`config.mk`:
```
export PLATFORM = sky130hd
export DESIGN_NAME = reg_file_gen
export DESIGN_NICKNAME = d
export VERILOG_FILES = /design/src/rtl/reg_file_gen.sv
export SDC_FILE = /design/constraint.sdc
export NUM_CORES = 1
export LEC_CHECK = 0
export CORE_MARGIN = 3
export CORE_UTILIZATION = 59
export DETAILED_ROUTE_END_ITERATION = 16
export DONT_BUFFER_PORTS = 1
export PLACE_DENSITY = 0.77
export SYNTH_ARGS = -nofsm -noshare
export SYNTH_HDL_FRONTEND = slang
export SYNTH_SLANG_ARGS = --single-unit
```
`constraint.sdc`:
```
create_clock -name clk -period 2.89 [get_ports clk]
set_clock_uncertainty 0.1 [all_clocks]
set_input_delay 0.4335 -clock clk [delete_from_list [all_inputs] [get_ports clk]]
set_output_delay 0.4335 -clock clk [all_outputs]
set_load 0.005 [all_outputs]
```
`src/rtl/reg_file_gen.sv`:
```
// reg_file_gen: accumulator-style register file with a primary (ALU/mov) write
// port, a load write-back port, optional same-cycle read bypass and a
// post-reset clear sweep that holds busy high while every register is zeroed.
module reg_file_gen #(
   parameter int W      = 8,
   parameter int PW     = 4,
   parameter int IMM_W  = 4,
   parameter bit BYPASS = 1'b1
) (
   input  logic             clk,
   input  logic             reset,
   input  logic             wr_en,
   input  logic             mov_instr,
   input  logic             imm_sel,
   input  logic [IMM_W-1:0] imm_val,
   input  logic [PW-1:0]    addr_a,
   input  logic [PW-1:0]    addr_b,
   input  logic [W-1:0]     dat_in,
   input  logic             ld_en,
   input  logic [PW-1:0]    ld_addr,
   input  logic [W-1:0]     ld_dat,
   output logic [W-1:0]     dat_a_out,
   output logic [W-1:0]     dat_b_out,
   output logic             busy,
   output logic             wr_conflict
);

   localparam int         DEPTH    = 2 ** PW;
   localparam logic [0:0] ST_CLEAR = 1'b0;
   localparam logic [0:0] ST_RUN   = 1'b1;

   logic [0:0]    r_state;
   logic [PW-1:0] r_clr_ptr;
   logic          r_wr_conflict;
   logic [W-1:0]  r_core [DEPTH];

   logic          w_busy;
   logic [PW-1:0] w_tgt_a;
   logic          w_pri_we;
   logic          w_ld_same;
   logic          w_ld_we;
   logic [W-1:0]  w_imm;
   logic [W-1:0]  w_rd_a;
   logic [W-1:0]  w_rd_b;

   // Reset counts as busy so nothing can write while it is held.
   assign w_busy  = reset | (r_state == ST_CLEAR);
   // Non-mov instructions implicitly target the accumulator R0.
   assign w_tgt_a = mov_instr ? addr_a : '0;

   assign w_pri_we  = wr_en & ~w_busy;
   assign w_ld_same = (ld_addr == w_tgt_a);
   // A load aimed at the primary target loses and is dropped outright.
   assign w_ld_we   = ld_en & ~w_busy & ~(w_pri_we & w_ld_same);

   // Zero-extend the immediate; written bitwise so IMM_W == W also works.
   always_comb begin
      w_imm              = '0;
      w_imm[IMM_W-1:0]   = imm_val;
   end

   // Sweep/run control: reset restarts the sweep at R0; the last sweep write moves to RUN.
   always_ff @(posedge clk) begin
      if (reset) begin
         r_state   <= ST_CLEAR;
         r_clr_ptr <= '0;
      end else if (r_state == ST_CLEAR) begin
         r_clr_ptr <= r_clr_ptr + 1'b1;
         if (&r_clr_ptr) begin
            r_state <= ST_RUN;
         end
      end
   end

   // Conflict flag covers exactly the cycle after a same-target dual write.
   always_ff @(posedge clk) begin
      if (reset) begin
         r_wr_conflict <= 1'b0;
      end else begin
         r_wr_conflict <= w_pri_we & ld_en & w_ld_same;
      end
   end

   // Register storage: sweep zeroing while clearing, otherwise the two write ports.
   always_ff @(posedge clk) begin
      if (!reset) begin
         if (r_state == ST_CLEAR) begin
            r_core[r_clr_ptr] <= '0;
         end else begin
            if (w_ld_we) begin
               r_core[ld_addr] <= ld_dat;
            end
            if (w_pri_we) begin
               r_core[w_tgt_a] <= dat_in;
            end
         end
      end
   end

   // Port A read with optional forwarding; primary data is checked last so it wins.
   always_comb begin
      w_rd_a = r_core[w_tgt_a];
      if (BYPASS) begin
         if (w_ld_we && (ld_addr == w_tgt_a)) begin
            w_rd_a = ld_dat;
         end
         if (w_pri_we) begin
            w_rd_a = dat_in;
         end
      end
   end

   // Port B read with optional forwarding; primary data again has priority.
   always_comb begin
      w_rd_b = r_core[addr_b];
      if (BYPASS) begin
         if (w_ld_we && (ld_addr == addr_b)) begin
            w_rd_b = ld_dat;
         end
         if (w_pri_we && (w_tgt_a == addr_b)) begin
            w_rd_b = dat_in;
         end
      end
   end

   // Outputs are forced to zero while busy; the immediate path bypasses the file entirely.
   assign dat_a_out   = w_busy ? '0 : w_rd_a;
   assign dat_b_out   = w_busy ? '0 : (imm_sel ? w_imm : w_rd_b);
   assign busy        = w_busy;
   assign wr_conflict = r_wr_conflict;

endmodule

```
* Word level (Yosys, flattened, before mapping)
Memory sizes are Yosys's and may differ from the RTL's.
Cells that the tools add are included.
** Storage, ports and cells
- Memories :: 1
- Output and inout bits :: 18
- Memory bits (writable) :: 128
- Flip-flop bits (word level) :: 6
** Memory list
- r_core :: words 16, width 8, read ports 2, clocked after memory_dff 0, wr ports 2, line 35 : logic [W-1:0] r_core [DEPTH];
** Cells by class
- Bitwise gates (word level) :: 10
- Reduce and logical (&&, ||, !) cells :: 5
- Add/subtract/negate cells :: 1
- Eq/ne operators :: 3
- Multiplexer cells :: 24
** Operators with widths (count)
- 2-to-1 mux 8 bit :: 8
- 2-to-1 mux 1 bit :: 14
- == test 4 bit :: 3
- 2-to-1 mux 4 bit :: 2
- OR reduction 8 bit :: 1
- AND 1 bit :: 6
- adder 4 x 1 -> 4 bit (second input constant) :: 1
- AND reduction 4 bit :: 1
- logical AND 1 bit :: 3
- inverter 1 bit :: 3
- OR 1 bit :: 1

* Longest topological paths before layout
- Depth after elaboration :: 13
- Gate-level depth with buffers :: 10
- Gate-level depth less buffers :: 7

* Least setup slack after synthesis
Ideal clock, no wire load.
- Path kind :: in2reg
- Start point :: in ld_addr[0]
- End point :: mem r_core[7][0] (enable)
- Stages on the path :: 8
- Path buffers :: 2
- Arrival time :: 2293 ps
- Path slack :: 121 ps
- Path through :: clkbuf_2 -> xor2_1 -> o22ai_1 -> o22a_2 -> a21oi_4 -> buf_6 -> mux2_2 -> o22ai_1
** RTL lines
- start: declaration :: line 20 : input logic [PW-1:0] ld_addr,
- end: declaration :: line 35

==> flow_metrics.env <==
export IMPL_crit_required_ps=2360
export IMPL_diodes=0
export IMPL_dr_first_iter_drc_count=1291
export IMPL_setup_violations=0
export IMPL_synthDistinctLibCells=64
export IMPL_synth_most_common_cell="nand2_1"
export IMPL_avgRoutedWirePerCell_um=27.5
export IMPL_vias=7937
export IMPL_tightest_slew_ps=1120
export IMPL_p_leak_uw=0.00354
export IMPL_crit_arrival_ps=2250
export IMPL_clkPwrFrac_pct=49.2
export IMPL_dieHeight_um=130
export IMPL_slew_headroom_pct=25.5
export IMPL_drv_cap=0
export IMPL_timing_final_hold_violations=0
export IMPL_hold_start="dat_in[5]"
export IMPL_clk_path_buf_depth=2
export IMPL_combPwrFrac_pct=7.7
export IMPL_syn_nets=948
export IMPL_p_seq_share_pct=43.1
export IMPL_vias_per_cell=7.38
export IMPL_grt_pass1_wl_um=44900
export IMPL_postRouteAntennaNets=0
export IMPL_cts_buffers_inserted=17
export IMPL_fp_row_count=44
export IMPL_post_place_ws_ps=38.6
export IMPL_dieArea_mm2=0.0168
export IMPL_first_pass_iters=6
export IMPL_status="finished clean"
export IMPL_drive_above_1_share_pct=16.0
export IMPL_synth_seq_cells=134
export IMPL_grt_overflow_total=0
export IMPL_start_util_pct=61.2
export IMPL_synth_area_leaders="edfxtp_1 43%, mux4_2 8.0%, nand2_1 7.2%"
export IMPL_antenna_found_initial=0
export IMPL_power_switching_uw=1060
export IMPL_core_area_mm2=0.0148
export IMPL_switching_share_pct=21.4
export IMPL_grt_pass1_vias=7576
export IMPL_r2r_start="r_state"
export IMPL_fin_crit_sh_pct=96.5
export IMPL_max_vdd_ir_drop_v=0.000427
export IMPL_fin_ws_ps=102
export IMPL_synth_edf_count=128
export IMPL_fin_crit_ps=2790
export IMPL_grtUsageTotal_pct=36.0
export IMPL_place_congestion=0.967
export IMPL_root_buffer="clkbuf_16"
export IMPL_synthTopCellsByCount="174 x nand2_1, 128 x edfxtp_1, 117 x o21ai_0, 45 x mux2i_1, 38 x o22ai_1"
export IMPL_ys_warn_count=0
export IMPL_post_route_util_pct=66.0
export IMPL_grt_start_max_net_pins=66
export IMPL_setup_worst_path_end_class="output pin"
export IMPL_setup_tns_ps=0
export IMPL_io_buffers=0
export IMPL_cts_sinks=134
export IMPL_netlist_area_mm2=0.00903
export IMPL_syn_inst=909
export IMPL_clk_pin_slew_ps=60
export IMPL_place_hpwl_um=20000
export IMPL_syn_area_per_cell_um2=9.94
export IMPL_final_max_slew_viol_count=0
export IMPL_htree_levels=4
export IMPL_die_w_um=130
export IMPL_drt_total_wl_um=29600
export IMPL_fmax_mhz=359
export IMPL_area_delta_synth_final_pct=7.80
export IMPL_yosys_area_top_type="edfxtp_1"
export IMPL_postCtsSetupBuffers=0
export IMPL_rsz0062_at_grt="false"
export IMPL_io_pins=56
export IMPL_nets=918
export IMPL_clk_latency_ps=430
export IMPL_async_flop_share_pct=0
export IMPL_powerDensity_mw_per_mm2=510
export IMPL_synth_top_cell_area_share_pct=42.5
export IMPL_synth_ff_type="edfxtp_1"
export IMPL_worstSetupStartpointType="flop"
export IMPL_drc=0
export IMPL_hold_class="primary input to flop"
export IMPL_p_int_uw=3910
export IMPL_critPathMaxFanout=2
export IMPL_cts_tree="built"
export IMPL_seq_area_frac_synth_pct=43.9
export IMPL_setup_worst_path_start="r_core[3][0]"
export IMPL_crit_type="flop to output pin"
-- cells by family after synthesis --
family / Yosys count / synth area share (%)
flops: 134 / 43.9
fa+ha+maj: 1 / 0.138
buf+inv: 114 / 6.94
simple gates: 303 / 16.8
compound gates: 270 / 18.3
xor+xnor: 9 / 0.873
mux: 78 / 13.1
-- placed cells by master (no fill, tap or decap), drive strengths merged, types with 8 or more instances in the layout --
master,count
nor2,50
mux4,32
o22a,8
o21ai,138
nand2,178
buf,45
mux2i,45
nor3b,13
nor2b,9
o2bb2ai,11
nor3,8
inv,20
a21oi,32
a221oi,16
edfxtp,128
nand3,11
clkbuf,18
a31oi,8
o22ai,38
-- through the flow --
step	instance area [um2]	instances	total power [uW]	hold WS, ps
final	9740	1076	4970	91.7
after detailed placement	9060	1043	2540	411
after floorplan	9030	909	2530	435
after global placement	9060	1043	2540	407
after global routing	9740	1076	5080	90.7
after CTS	9730	1076	4960	82.0
-- per-layer routing --
| layer | up-vias | GRT usage, % | wire, um |
|---|---|---|---|
| li1 | 3340 | - | - |
| met1 | 3748 | 47.7 | 10600 |
| met2 | 711 | 53.6 | 12900 |
| met3 | 138 | 11.7 | 4360 |
| met4 | 0 | 18.0 | 1690 |
| met5 | - | 0 | 0 |
-- critical path, cell delays in order (launching register included) --
cell and delay, ps:
edfxtp_1 400, mux2i_1 200, mux2i_1 150, a221oi_1 550, nor4_1 110, a221oi_1 280, nor3_1 130
-- final cells by class --
type,count,area (um2)
Clock buffer,18,429
Clock inverter,14,230
Sequential cell,134,3960
Fill cell,1125,5020
Multi-Input combinational cell,661,4450
Tap cell,184,230
Inverter,19,73.8
Timing Repair Buffer,46,360
-- power groups by stage --
stage / combinational, uW / clock [uW] / sequential, uW
2_1_floorplan: 362 / 0 / 2170
3_3_place_gp: 356 / 0 / 2180
3_5_place_dp: 361 / 0 / 2180
4_1_cts: 365 / 2460 / 2140
5_1_grt: 398 / 2540 / 2140
6_report: 381 / 2450 / 2140
-- sequential cells by signal (all words and copies together), names as in the netlist --
register / cells
r_clr_ptr: 4
r_core: 128
wr_conflict: 1
r_state: 1
-- repair_timing --
action / 4_1_cts / 5_1_grt
pin swaps: 0 / 0
hold buffers: 1 / 0
setup endpoints to repair: 4 / 3
resized for setup: 1 / 3
hold endpoints to repair: 5 / 0
-- final timing paths --
kind                   to  slack [ps]  cells after the start
max          dat_a_out[0]         100                      6
min          r_core[2][5]          90                      2
max reg2reg  r_core[3][2]         220                      5
min reg2reg       r_state         490                      2
No activity file was read; power rests on OpenSTA's default activity.
